<file path="config.mk">
export PLATFORM = sky130hd
export DESIGN_NAME = riscv_front_stages_flat
export DESIGN_NICKNAME = d
export VERILOG_FILES = /design/src/rtl/riscv_front_stages_if.sv /design/src/rtl/riscv_front_stages.sv /design/src/flat_wrapper.sv
export SDC_FILE = /design/constraint.sdc
export NUM_CORES = 2
export LEC_CHECK = 0
export CAP_MARGIN = 20
export CORE_MARGIN = 5
export CORE_UTILIZATION = 35
export CTS_CLUSTER_DIAMETER = 150
export DETAILED_ROUTE_END_ITERATION = 12
export DONT_BUFFER_PORTS = 1
export GPL_ROUTABILITY_DRIVEN = 1
export SLEW_MARGIN = 10
export SYNTH_ARGS = -nofsm -noshare
export SYNTH_HDL_FRONTEND = slang
export SYNTH_SLANG_ARGS = --single-unit
</file>
<file path="constraint.sdc">
create_clock -name clk -period 9 [get_ports clk]
set_clock_uncertainty 0.2 [all_clocks]
set_input_delay 0 -clock clk [delete_from_list [all_inputs] [get_ports clk]]
set_output_delay 0 -clock clk [all_outputs]
set_load 0.01 [all_outputs]
</file>
<file path="src/rtl/riscv_front_stages_if.sv">
// rtl/riscv_front_stages_if.sv - bus bundle between the front pipeline stages and their environment
//
// Purpose: groups the instruction RAM port, the WB register-file write port and
// the EX/MEM pipeline outputs of riscv_front_stages.
// Signals:
//   instr_ram_rd / instr_ram_addr : RAM read enable and word address (core -> RAM)
//   instr_ram_din                 : RAM read data, one cycle after the address (RAM -> core)
//   wb_reg_wen/waddr/wdata        : register-file write from the WB stage (env -> core)
//   ex2mem_reg_wen/waddr          : destination of the instruction now in MEM (core -> env)
//   ex2mem_alu_out                : ALU result of the instruction now in MEM (core -> env)
//   ex2mem_ill_instr              : instruction now in MEM is illegal (core -> env)
// Modports: master = the core, slave = RAM / MEM / WB environment.
interface riscv_front_stages_if #(
  parameter int INSTR_RAM_AW = 16
);
  logic                    instr_ram_rd;
  logic [INSTR_RAM_AW-1:0] instr_ram_addr;
  logic [31:0]             instr_ram_din;
  logic                    wb_reg_wen;
  logic [4:0]              wb_reg_waddr;
  logic [31:0]             wb_reg_wdata;
  logic                    ex2mem_reg_wen;
  logic [4:0]              ex2mem_reg_waddr;
  logic [31:0]             ex2mem_alu_out;
  logic                    ex2mem_ill_instr;

  modport master (
    output instr_ram_rd, instr_ram_addr,
    output ex2mem_reg_wen, ex2mem_reg_waddr, ex2mem_alu_out, ex2mem_ill_instr,
    input  instr_ram_din, wb_reg_wen, wb_reg_waddr, wb_reg_wdata
  );

  modport slave (
    input  instr_ram_rd, instr_ram_addr,
    input  ex2mem_reg_wen, ex2mem_reg_waddr, ex2mem_alu_out, ex2mem_ill_instr,
    output instr_ram_din, wb_reg_wen, wb_reg_waddr, wb_reg_wdata
  );
endinterface

</file>
<file path="src/rtl/riscv_front_stages.sv">
// rtl/riscv_front_stages.sv - IF, ID/RF and EX stages of an in-order RV32I integer pipeline
//
// Purpose: fetches one word per cycle from a synchronous instruction RAM,
// decodes OP / OP-IMM ALU instructions, reads a 32x32 register file written
// back by WB, and executes with full MEM/WB forwarding into the EX/MEM register.
// Ports:
//   clk : clock, all state on the rising edge
//   rst : asynchronous active-high reset
//   bus : riscv_front_stages_if.master (instruction RAM, WB write port, EX/MEM outputs)
module riscv_front_stages #(
  parameter int INSTR_RAM_AW = 16
) (
  input  logic                 clk,
  input  logic                 rst,
  riscv_front_stages_if.master bus
);

  localparam logic [6:0] OPC_OP     = 7'b0110011;
  localparam logic [6:0] OPC_OP_IMM = 7'b0010011;
  localparam logic [6:0] F7_ZERO    = 7'b0000000;
  localparam logic [6:0] F7_ALT     = 7'b0100000;
  localparam logic [2:0] F3_ADD     = 3'd0;
  localparam logic [2:0] F3_SLL     = 3'd1;
  localparam logic [2:0] F3_SLT     = 3'd2;
  localparam logic [2:0] F3_SLTU    = 3'd3;
  localparam logic [2:0] F3_XOR     = 3'd4;
  localparam logic [2:0] F3_SR      = 3'd5;
  localparam logic [2:0] F3_OR      = 3'd6;

  typedef struct packed {
    logic        valid;
    logic        reg_wen;
    logic        ill_instr;
    logic [4:0]  waddr;
    logic [2:0]  funct3;
    logic        alt;          // SUB / SRA / SRAI select
    logic        sel_imm;
    logic [11:0] imm;
    logic [31:0] rs1_data;
    logic [31:0] rs2_data;
    logic        rs1_fwd_mem;
    logic        rs1_fwd_wb;
    logic        rs2_fwd_mem;
    logic        rs2_fwd_wb;
  } id_ex_t;

  // ---------------------------------------------------------------- state
  logic [31:0] pc_q, pc_d;
  logic [31:0] if2id_pc_q, if2id_pc_d;
  logic        if_valid_q, if_valid_d;
  id_ex_t      id_ex_q, id_ex_d;
  logic        ex2mem_reg_wen_q, ex2mem_reg_wen_d;
  logic [4:0]  ex2mem_reg_waddr_q, ex2mem_reg_waddr_d;
  logic [31:0] ex2mem_alu_out_q, ex2mem_alu_out_d;
  logic        ex2mem_ill_instr_q, ex2mem_ill_instr_d;
  logic [31:0] rf_q [32];

  // ---------------------------------------------------------------- IF
  always_comb begin
    pc_d       = pc_q + 32'd4;
    if2id_pc_d = pc_q;
    if_valid_d = 1'b1;
  end

  assign bus.instr_ram_rd   = ~rst;
  assign bus.instr_ram_addr = pc_q[INSTR_RAM_AW+1:2];

  // if2id_pc is consumed by branch logic in the full core; these stages have none.
  logic unused_if2id_pc;
  assign unused_if2id_pc = ^if2id_pc_q;

  // ---------------------------------------------------------------- ID
  logic [31:0] instr;
  logic [6:0]  opcode, funct7;
  logic [4:0]  rd, rs1, rs2;
  logic [2:0]  funct3;
  logic        is_op, is_op_imm, legal;
  logic [31:0] rs1_rdata, rs2_rdata;

  assign instr  = bus.instr_ram_din;
  assign opcode = instr[6:0];
  assign rd     = instr[11:7];
  assign funct3 = instr[14:12];
  assign rs1    = instr[19:15];
  assign rs2    = instr[24:20];
  assign funct7 = instr[31:25];

  always_comb begin
    is_op     = (opcode == OPC_OP);
    is_op_imm = (opcode == OPC_OP_IMM);
    legal     = 1'b0;
    if (is_op) begin
      legal = (funct7 == F7_ZERO) ||
              ((funct7 == F7_ALT) && ((funct3 == F3_ADD) || (funct3 == F3_SR)));
    end else if (is_op_imm) begin
      if (funct3 == F3_SLL)      legal = (funct7 == F7_ZERO);
      else if (funct3 == F3_SR)  legal = (funct7 == F7_ZERO) || (funct7 == F7_ALT);
      else                       legal = 1'b1;
    end
  end

  // Register read with write-through: a WB write in this cycle is seen by the
  // read, covering the producer three words ahead.
  always_comb begin
    rs1_rdata = rf_q[rs1];
    if (bus.wb_reg_wen && (bus.wb_reg_waddr == rs1)) rs1_rdata = bus.wb_reg_wdata;
    if (rs1 == 5'd0) rs1_rdata = '0;
    rs2_rdata = rf_q[rs2];
    if (bus.wb_reg_wen && (bus.wb_reg_waddr == rs2)) rs2_rdata = bus.wb_reg_wdata;
    if (rs2 == 5'd0) rs2_rdata = '0;
  end

  always_comb begin
    id_ex_d       = '0;
    id_ex_d.valid = if_valid_q;
    if (if_valid_q) begin
      id_ex_d.reg_wen   = legal && (rd != 5'd0);
      id_ex_d.ill_instr = ~legal;
      id_ex_d.waddr     = rd;
    end
    id_ex_d.funct3   = funct3;
    // instr[30] is an immediate bit for ADDI etc., so it only selects SUB/SRA where it is funct7.
    id_ex_d.alt      = instr[30] && (is_op || (funct3 == F3_SR));
    id_ex_d.sel_imm  = is_op_imm;
    id_ex_d.imm      = instr[31:20];
    id_ex_d.rs1_data = rs1_rdata;
    id_ex_d.rs2_data = rs2_rdata;
    // The producer one word ahead sits in EX now and reaches MEM when we reach EX;
    // the one two words ahead sits in MEM now and reaches WB.
    id_ex_d.rs1_fwd_mem = (rs1 != 5'd0) && id_ex_q.reg_wen && (id_ex_q.waddr == rs1);
    id_ex_d.rs1_fwd_wb  = (rs1 != 5'd0) && ex2mem_reg_wen_q && (ex2mem_reg_waddr_q == rs1);
    id_ex_d.rs2_fwd_mem = (rs2 != 5'd0) && id_ex_q.reg_wen && (id_ex_q.waddr == rs2);
    id_ex_d.rs2_fwd_wb  = (rs2 != 5'd0) && ex2mem_reg_wen_q && (ex2mem_reg_waddr_q == rs2);
  end

  // ---------------------------------------------------------------- EX
  logic [31:0] op_a, op_b_reg, op_b, alu_res;
  logic [4:0]  shamt;

  always_comb begin
    if (id_ex_q.rs1_fwd_mem)     op_a = ex2mem_alu_out_q;
    else if (id_ex_q.rs1_fwd_wb) op_a = bus.wb_reg_wdata;
    else                         op_a = id_ex_q.rs1_data;

    if (id_ex_q.rs2_fwd_mem)     op_b_reg = ex2mem_alu_out_q;
    else if (id_ex_q.rs2_fwd_wb) op_b_reg = bus.wb_reg_wdata;
    else                         op_b_reg = id_ex_q.rs2_data;

    op_b  = id_ex_q.sel_imm ? {{20{id_ex_q.imm[11]}}, id_ex_q.imm} : op_b_reg;
    shamt = op_b[4:0];

    case (id_ex_q.funct3)
      F3_ADD:  alu_res = id_ex_q.alt ? (op_a - op_b) : (op_a + op_b);
      F3_SLL:  alu_res = op_a << shamt;
      F3_SLT:  alu_res = {31'd0, ($signed(op_a) < $signed(op_b))};
      F3_SLTU: alu_res = {31'd0, (op_a < op_b)};
      F3_XOR:  alu_res = op_a ^ op_b;
      F3_SR: begin
        if (id_ex_q.alt) alu_res = $unsigned($signed(op_a) >>> shamt);
        else             alu_res = op_a >> shamt;
      end
      F3_OR:   alu_res = op_a | op_b;
      default: alu_res = op_a & op_b;
    endcase

    ex2mem_alu_out_d   = id_ex_q.valid ? alu_res : '0;
    ex2mem_reg_wen_d   = id_ex_q.reg_wen;
    ex2mem_reg_waddr_d = id_ex_q.waddr;
    ex2mem_ill_instr_d = id_ex_q.ill_instr;
  end

  assign bus.ex2mem_reg_wen   = ex2mem_reg_wen_q;
  assign bus.ex2mem_reg_waddr = ex2mem_reg_waddr_q;
  assign bus.ex2mem_alu_out   = ex2mem_alu_out_q;
  assign bus.ex2mem_ill_instr = ex2mem_ill_instr_q;

  // ---------------------------------------------------------------- registers
  always_ff @(posedge clk or posedge rst) begin
    if (rst) begin
      pc_q               <= '0;
      if2id_pc_q         <= '0;
      if_valid_q         <= 1'b0;
      id_ex_q            <= '0;
      ex2mem_reg_wen_q   <= 1'b0;
      ex2mem_reg_waddr_q <= '0;
      ex2mem_alu_out_q   <= '0;
      ex2mem_ill_instr_q <= 1'b0;
    end else begin
      pc_q               <= pc_d;
      if2id_pc_q         <= if2id_pc_d;
      if_valid_q         <= if_valid_d;
      id_ex_q            <= id_ex_d;
      ex2mem_reg_wen_q   <= ex2mem_reg_wen_d;
      ex2mem_reg_waddr_q <= ex2mem_reg_waddr_d;
      ex2mem_alu_out_q   <= ex2mem_alu_out_d;
      ex2mem_ill_instr_q <= ex2mem_ill_instr_d;
    end
  end

  // Register file contents survive reset; x0 is never written.
  always_ff @(posedge clk) begin
    if (bus.wb_reg_wen && (bus.wb_reg_waddr != 5'd0)) begin
      rf_q[bus.wb_reg_waddr] <= bus.wb_reg_wdata;
    end
  end

endmodule

</file>
<file path="src/flat_wrapper.sv">
// flat-port wrapper written by rule: the top's interface ports become plain ports
module riscv_front_stages_flat 
#(
  parameter int INSTR_RAM_AW = 16
)
  (clk, rst, bus_instr_ram_rd, bus_instr_ram_addr, bus_ex2mem_reg_wen, bus_ex2mem_reg_waddr, bus_ex2mem_alu_out, bus_ex2mem_ill_instr, bus_instr_ram_din, bus_wb_reg_wen, bus_wb_reg_waddr, bus_wb_reg_wdata);
  riscv_front_stages_if #(.INSTR_RAM_AW(INSTR_RAM_AW)) bus_i ();
  input  logic clk;
  input  logic rst;
  output wire logic [$bits(bus_i.instr_ram_rd)-1:0] bus_instr_ram_rd;
  output wire logic [$bits(bus_i.instr_ram_addr)-1:0] bus_instr_ram_addr;
  output wire logic [$bits(bus_i.ex2mem_reg_wen)-1:0] bus_ex2mem_reg_wen;
  output wire logic [$bits(bus_i.ex2mem_reg_waddr)-1:0] bus_ex2mem_reg_waddr;
  output wire logic [$bits(bus_i.ex2mem_alu_out)-1:0] bus_ex2mem_alu_out;
  output wire logic [$bits(bus_i.ex2mem_ill_instr)-1:0] bus_ex2mem_ill_instr;
  input wire logic [$bits(bus_i.instr_ram_din)-1:0] bus_instr_ram_din;
  input wire logic [$bits(bus_i.wb_reg_wen)-1:0] bus_wb_reg_wen;
  input wire logic [$bits(bus_i.wb_reg_waddr)-1:0] bus_wb_reg_waddr;
  input wire logic [$bits(bus_i.wb_reg_wdata)-1:0] bus_wb_reg_wdata;
  assign bus_instr_ram_rd = bus_i.instr_ram_rd;
  assign bus_instr_ram_addr = bus_i.instr_ram_addr;
  assign bus_ex2mem_reg_wen = bus_i.ex2mem_reg_wen;
  assign bus_ex2mem_reg_waddr = bus_i.ex2mem_reg_waddr;
  assign bus_ex2mem_alu_out = bus_i.ex2mem_alu_out;
  assign bus_ex2mem_ill_instr = bus_i.ex2mem_ill_instr;
  assign bus_i.instr_ram_din = bus_instr_ram_din;
  assign bus_i.wb_reg_wen = bus_wb_reg_wen;
  assign bus_i.wb_reg_waddr = bus_wb_reg_waddr;
  assign bus_i.wb_reg_wdata = bus_wb_reg_wdata;
  riscv_front_stages #(.INSTR_RAM_AW(INSTR_RAM_AW)) u_core (.clk(clk), .rst(rst), .bus(bus_i));
endmodule
</file>
# Word-level counts from Yosys, hierarchy flattened
# Memories as Yosys holds them, arrays and structs flattened.
# Index checks and enable logic that the tools add are counted.
# op_classes
reduce_logical	27
bitwise_logic	5
magnitude_cmp	2
n_div	0
eq_ne	17
shift	3
n_addsub	3
n_mux	20
mul	0
# ops
cell	n
$mux W32	12
$pmux W32 S7	1
$lt A32 B32 Y1	2
$add A32 B3 Y32 const B	1
$add A32 B32 Y32	1
$and A32 B32 Y32	1
$or A32 B32 Y32	1
$shl A32 B5 Y32	1
$shr A32 B5 Y32	1
$sshr A32 B5 Y32	1
$sub A32 B32 Y32	1
$xor A32 B32 Y32	1
$eq A5 B5 Y1	6
$reduce_bool A5 Y1	4
$eq A7 B6 Y1 const B	2
$logic_and A1 B1 Y1	14
$eq A3 B3 Y1 const B	4
$logic_not A5 Y1	2
$eq A7 B5 Y1 const B	1
$logic_not A7 Y1	1
$mux W7	1
$eq A3 B1 Y1 const B	2
$eq A3 B2 Y1 const B	2
$logic_not A3 Y1	2
other kinds (3)	12
# totals
inputBits	72
romBits	0
latch_bits	0
mem_bits_rw	1024
ff_bits	165
mem_count	1
# memory_table
memory	depth	word_bits	rd	rd_clocked_by_memory_dff	write_ports	line	rtl
u_core.rf_q	32	32	2	0	1	riscv_front_stages.sv:56	logic [31:0] rf_q [32];

# Logic depth before layout (Yosys ltp)
# logic_depth
word_depth	8
depth_mapped	19
depth_no_buf	16

# Worst setup path after synthesis
# No wires, ideal clock.
# synth_path
kind	reg-to-reg
start	register u_core.id_ex_q[0] (netlist bit)
end	register u_core.ex2mem_alu_out_q[26] (netlist: u_core.bus.ex2mem_alu_out[26])
required_ns	8.674
arrival_ns	4.162
setup_slack_ns	4.512
period_less_slack_ns	4.488
stages_incl_launch_ff	18
path_buffers	4
cell_sequence	dfrtp_1 mux2_2 o221ai_4 buf_2 buf_2 buf_1 ha_1 buf_2 a21oi_1 o211ai_2 a41oi_1 or4_1 a31oi_1 a2111oi_0 nor3_2 xnor2_1 a221oi_1 nor2_1
# synth_between
elab_chain_cells	7
word_cells_on_any_way	15
classes_between	add/sub: 2; shift: 3; mux: 7; bitwise: 3
# synth_rtl
element	line	rtl
from (decl)	riscv_front_stages.sv:51	id_ex_t id_ex_q, id_ex_d;
from (signal assigned)	riscv_front_stages.sv:192	id_ex_q <= id_ex_d;
$mux W32 *	riscv_front_stages.sv:146	else if (id_ex_q.rs2_fwd_wb) op_b_reg = bus.wb_reg_wdata;
$mux W32 *	riscv_front_stages.sv:145	if (id_ex_q.rs2_fwd_mem) op_b_reg = ex2mem_alu_out_q;
$mux W32 *	riscv_front_stages.sv:149	op_b = id_ex_q.sel_imm ? {{20{id_ex_q.imm[11]}}, id_ex_q.imm} : op_b_reg;
$add A32 B32 Y32, or another cell as far along	riscv_front_stages.sv:153	F3_ADD: alu_res = id_ex_q.alt ? (op_a - op_b) : (op_a + op_b);
$mux W32 (on tied branches)	riscv_front_stages.sv:153, riscv_front_stages.sv:159	
$pmux W32 S7 *	riscv_front_stages.sv:152	case (id_ex_q.funct3)
$mux W32 *	riscv_front_stages.sv:166	ex2mem_alu_out_d = id_ex_q.valid ? alu_res : '0;
net u_core.ex2mem_alu_out_d[26]	riscv_front_stages.sv:54	logic [31:0] ex2mem_alu_out_q, ex2mem_alu_out_d;
to (signal assigned)	riscv_front_stages.sv:195	ex2mem_alu_out_q <= ex2mem_alu_out_d;
to (decl)	riscv_front_stages.sv:54	
# The timed path passes the listed nets; every way through them passes the cells marked *.

# Worst setup path after layout
# layout_path
start	register u_core.id_ex_q[0] (netlist bit)
end	register u_core.ex2mem_alu_out_q[22] (netlist: u_core.bus.ex2mem_alu_out[22])
# Same word-level chain as after synthesis.

==> flow_metrics.tcl <==
set metrics [dict create \
    max_cap_violations 0 \
    core_um2 178000 \
    cts_tree "done" \
    hold_depth 4 \
    worst_pin_slew_ns 1.39 \
    yosysTopAreaCellShare_pct 49.2 \
    ant_nets 0 \
    drt_pass1_iterations 5 \
    met1_length_um 91700 \
    cts_buffer_depth 3 \
    clkLatencyLatePin_ns 0.79 \
    hold_path_class "input port to register" \
    syn_area_per_cell_um2 15.2 \
    num_rows 155 \
    holdPathEnd "u_core.id_ex_q[11]" \
    fin_crit_sh_pct 62.8 \
    setup_tns_ns 0 \
    grt_usage_pct 24.9 \
    synth-edff-count 1024 \
    drc 0 \
    period_needed_ns 5.65 \
    status "completed" \
    final_max_slew_viol_count 0 \
    drt_iter0_markers 6164 \
    power.leakage_nw 24.3 \
    max_freq_mhz 177 \
    die-area_um2 187000 \
    grt_max_degree 240 \
    worst_ep_required_time_ns 9.50 \
    setup.worst_path.class "register to register" \
    grt_pass1_vias 41437 \
    pwr_density_cell_nw_per_um2 197 \
    avgRoutedWirePerCell_um 35.0 \
    final_cell_mix "edfxtp_1, mux4_2, mux2i_1, nor2_1, o21ai_0" \
    cp-start-kind "register" \
    routed.top_layer "met5" \
    power_mw 14.3 \
    port_buffers 0 \
    grt-ovfl-total 0 \
    relSlewSlack_pct 7.52 \
    dpl.hpwl_um 127000 \
    drt_wl_total_um 236000 \
    rr_worst_depth 18 \
    cts_root_buf "clkbuf_16" \
    cts_resized 0 \
    area_delta_synth_final_pct 15.9 \
    met3WireLength_um 24700 \
    dp_cells 6267 \
    arrival_ns 6.15 \
    cts_made_buffers 131 \
    synth.distinct_cells 84 \
    r2r_start "u_core.id_ex_q[0]" \
    cts_setup_buffers 0 \
    synthFlopType "edfxtp_1" \
    final_hold_viol_count 0 \
    synthTopCellsByArea "edfxtp_1, mux4_2, dfrtp_1" \
    met2_length_um 109000 \
    final_common_cell "edfxtp_1" \
    ys_seq_area_share_pct 55.1 \
    worstPathMaxFanout 60 \
    finalNonFillerCells 6755 \
    die_w_um 433 \
    htreeDepth 4 \
    start_util_pct 35.1 \
    setup_viol 0 \
    synth-seq-cells 1173 \
    hold_start "bus_instr_ram_din[22]" \
    final_nets 4438 \
    r2r-end "u_core.bus.ex2mem_alu_out[22]" \
    end_kind "register" \
    peakVddDrop_mv 0.216 \
    netlist_instances 4119 \
    die_h_um 433 \
    synthArstFlopShare_pct 12.7 \
    synth_area_um2 62600 \
    fillers 16164 \
    vias 42301 \
    clkSlewWorstSetupHoldPaths_ns 0.06 \
    numClockSinks 1173 \
    grt_antenna_before_repair 30 \
    r2r_slack_ns 3.35 \
    routed_via_density 6.26 \
    io_pins 128 \
    gp_congestion 0.981 \
    drive_gt1_share_pct 23.7 \
    grt_first_pass_wirelength_um 330000 \
    yosys_warnings 0 \
    synth_top_area_cell "edfxtp_1" \
    rsz0062_at_grt "false" \
]
## critical path, cell delays in order, from the launching register on
cell and delay (ns):
dfrtp_2 0.34, buf_4 0.49, mux2_2 0.43, o221ai_4 0.16
buf_4 0.58, inv_2 0.08, buf_4 0.35, ha_1 0.34
fa_1 0.45, nor2b_1 0.16, o21ai_0 0.27, nand2_1 0.17
a41o_1 0.32, o21ai_0 0.35, nor4_1 0.09, o41ai_1 0.35
xnor2_1 0.17, nand2_1 0.07, a31oi_1 0.16
## worst max-delay path by stage
stage / to / slack [ns] / startpoint
after floorplan: u_core.bus.ex2mem_alu_out[26] / 4.51 / u_core.id_ex_q[0]
after global placement: u_core.bus.ex2mem_alu_out[22] / 3.44 / u_core.id_ex_q[0]
after detailed placement: u_core.bus.ex2mem_alu_out[22] / 3.38 / u_core.id_ex_q[0]
after CTS: u_core.bus.ex2mem_alu_out[22] / 3.38 / u_core.id_ex_q[0]
after global routing: u_core.bus.ex2mem_alu_out[18] / 2.99 / u_core.id_ex_q[0]
final: u_core.bus.ex2mem_alu_out[22] / 3.35 / u_core.id_ex_q[0]
## cells in the mapped netlist, types with 12 or more instances
cell type	n
a211oi_1	157
a21boi_0	12
a21oi_1	170
a31oi_1	26
buf_1	56
buf_2	70
clkbuf_1	200
dfrtp_1	149
edfxtp_1	1024
ha_1	98
inv_1	112
mux2_2	17
mux2i_1	240
mux4_2	602
nand2_1	173
nand2b_1	15
nand3_1	38
nand4_1	12
nor2_1	260
nor2b_1	98
nor3_1	36
nor4_1	17
o211ai_1	31
o21ai_0	192
o21ai_1	16
o22ai_1	12
o31a_1	29
o31ai_1	13
xnor2_1	41
xor2_1	23
## layer usage
layer	track usage, %	vias up
li1	-	16994
met1	33.7	22269
met2	38.8	2616
met3	5.88	420
met4	10.2	2
met5	0	-
## sequential cells by signal (all words and copies together), names as in the netlist
| signal | flops |
|---|---|
| u_core.bus.ex2mem_reg_waddr | 5 |
| u_core.ex2mem_reg_wen_d | 1 |
| u_core.bus.ex2mem_ill_instr | 1 |
| u_core.ex2mem_reg_waddr_d | 5 |
| u_core.bus.ex2mem_reg_wen | 1 |
| u_core.bus.ex2mem_alu_out | 32 |
| u_core.if_valid_q | 1 |
| u_core.ex2mem_ill_instr_d | 1 |
| u_core.id_ex_q | 86 |
| u_core.if2id_pc_d | 16 |
| u_core.rf_q | 1024 |
## logic make-up (layout without fill, tap and decap cells)
logic type	after synthesis	count (layout)	share of synthesized area [%]
compound gates	782	782	8.18
xor+xnor	64	64	0.896
fa+ha+maj	100	100	2.02
buf+inv	447	669	2.87
flops	1173	1173	55.1
mux	859	859	25.8
other cells	2	61	0.0120
simple gates	692	692	5.09
## layout make-up
type / count / area (um^2) / share of cell area (%)
antenna: 28 / 70.1 / 0.0967
clock buffer: 166 / 3530 / 4.87
clock inverter: 73 / 702 / 0.968
inverter: 115 / 439 / 0.606
multi-input combinational: 2530 / 26700 / 36.9
sequential: 1173 / 34500 / 47.6
tap: 2355 / 2950 / 4.06
timing repair buffer: 315 / 3580 / 4.94
## power by group
| part | switching [mW] | internal, mW | total (mW) |
|---|---|---|---|
| Combinational | 1.67 | 1.06 | 2.73 |
| Clock | 2.30 | 3.06 | 5.36 |
| Sequential | 0.140 | 6.06 | 6.20 |
| Total | 4.11 | 10.2 | 14.3 |
## timing repair
| item | CTS | global route |
|---|---|---|
| hold buffers | 202 | 5 |
| setup endpoints to repair | 0 | 0 |
| hold endpoints to repair | 1396 | 32 |
## stage by stage
stage	hold WS (ns)	cell area (um^2)	utilization [%]	setup WS, ns
after global placement	-0.189	65300	36.7	3.44
after CTS	0.000910	72200	40.5	3.38
after floorplan	-0.169	62700	-	4.51
after detailed placement	-0.186	65300	36.7	3.38
after global routing	0.0282	72500	40.7	2.99
final	0.0482	72500	40.7	3.35
Power figures use the tool's default switching activity.
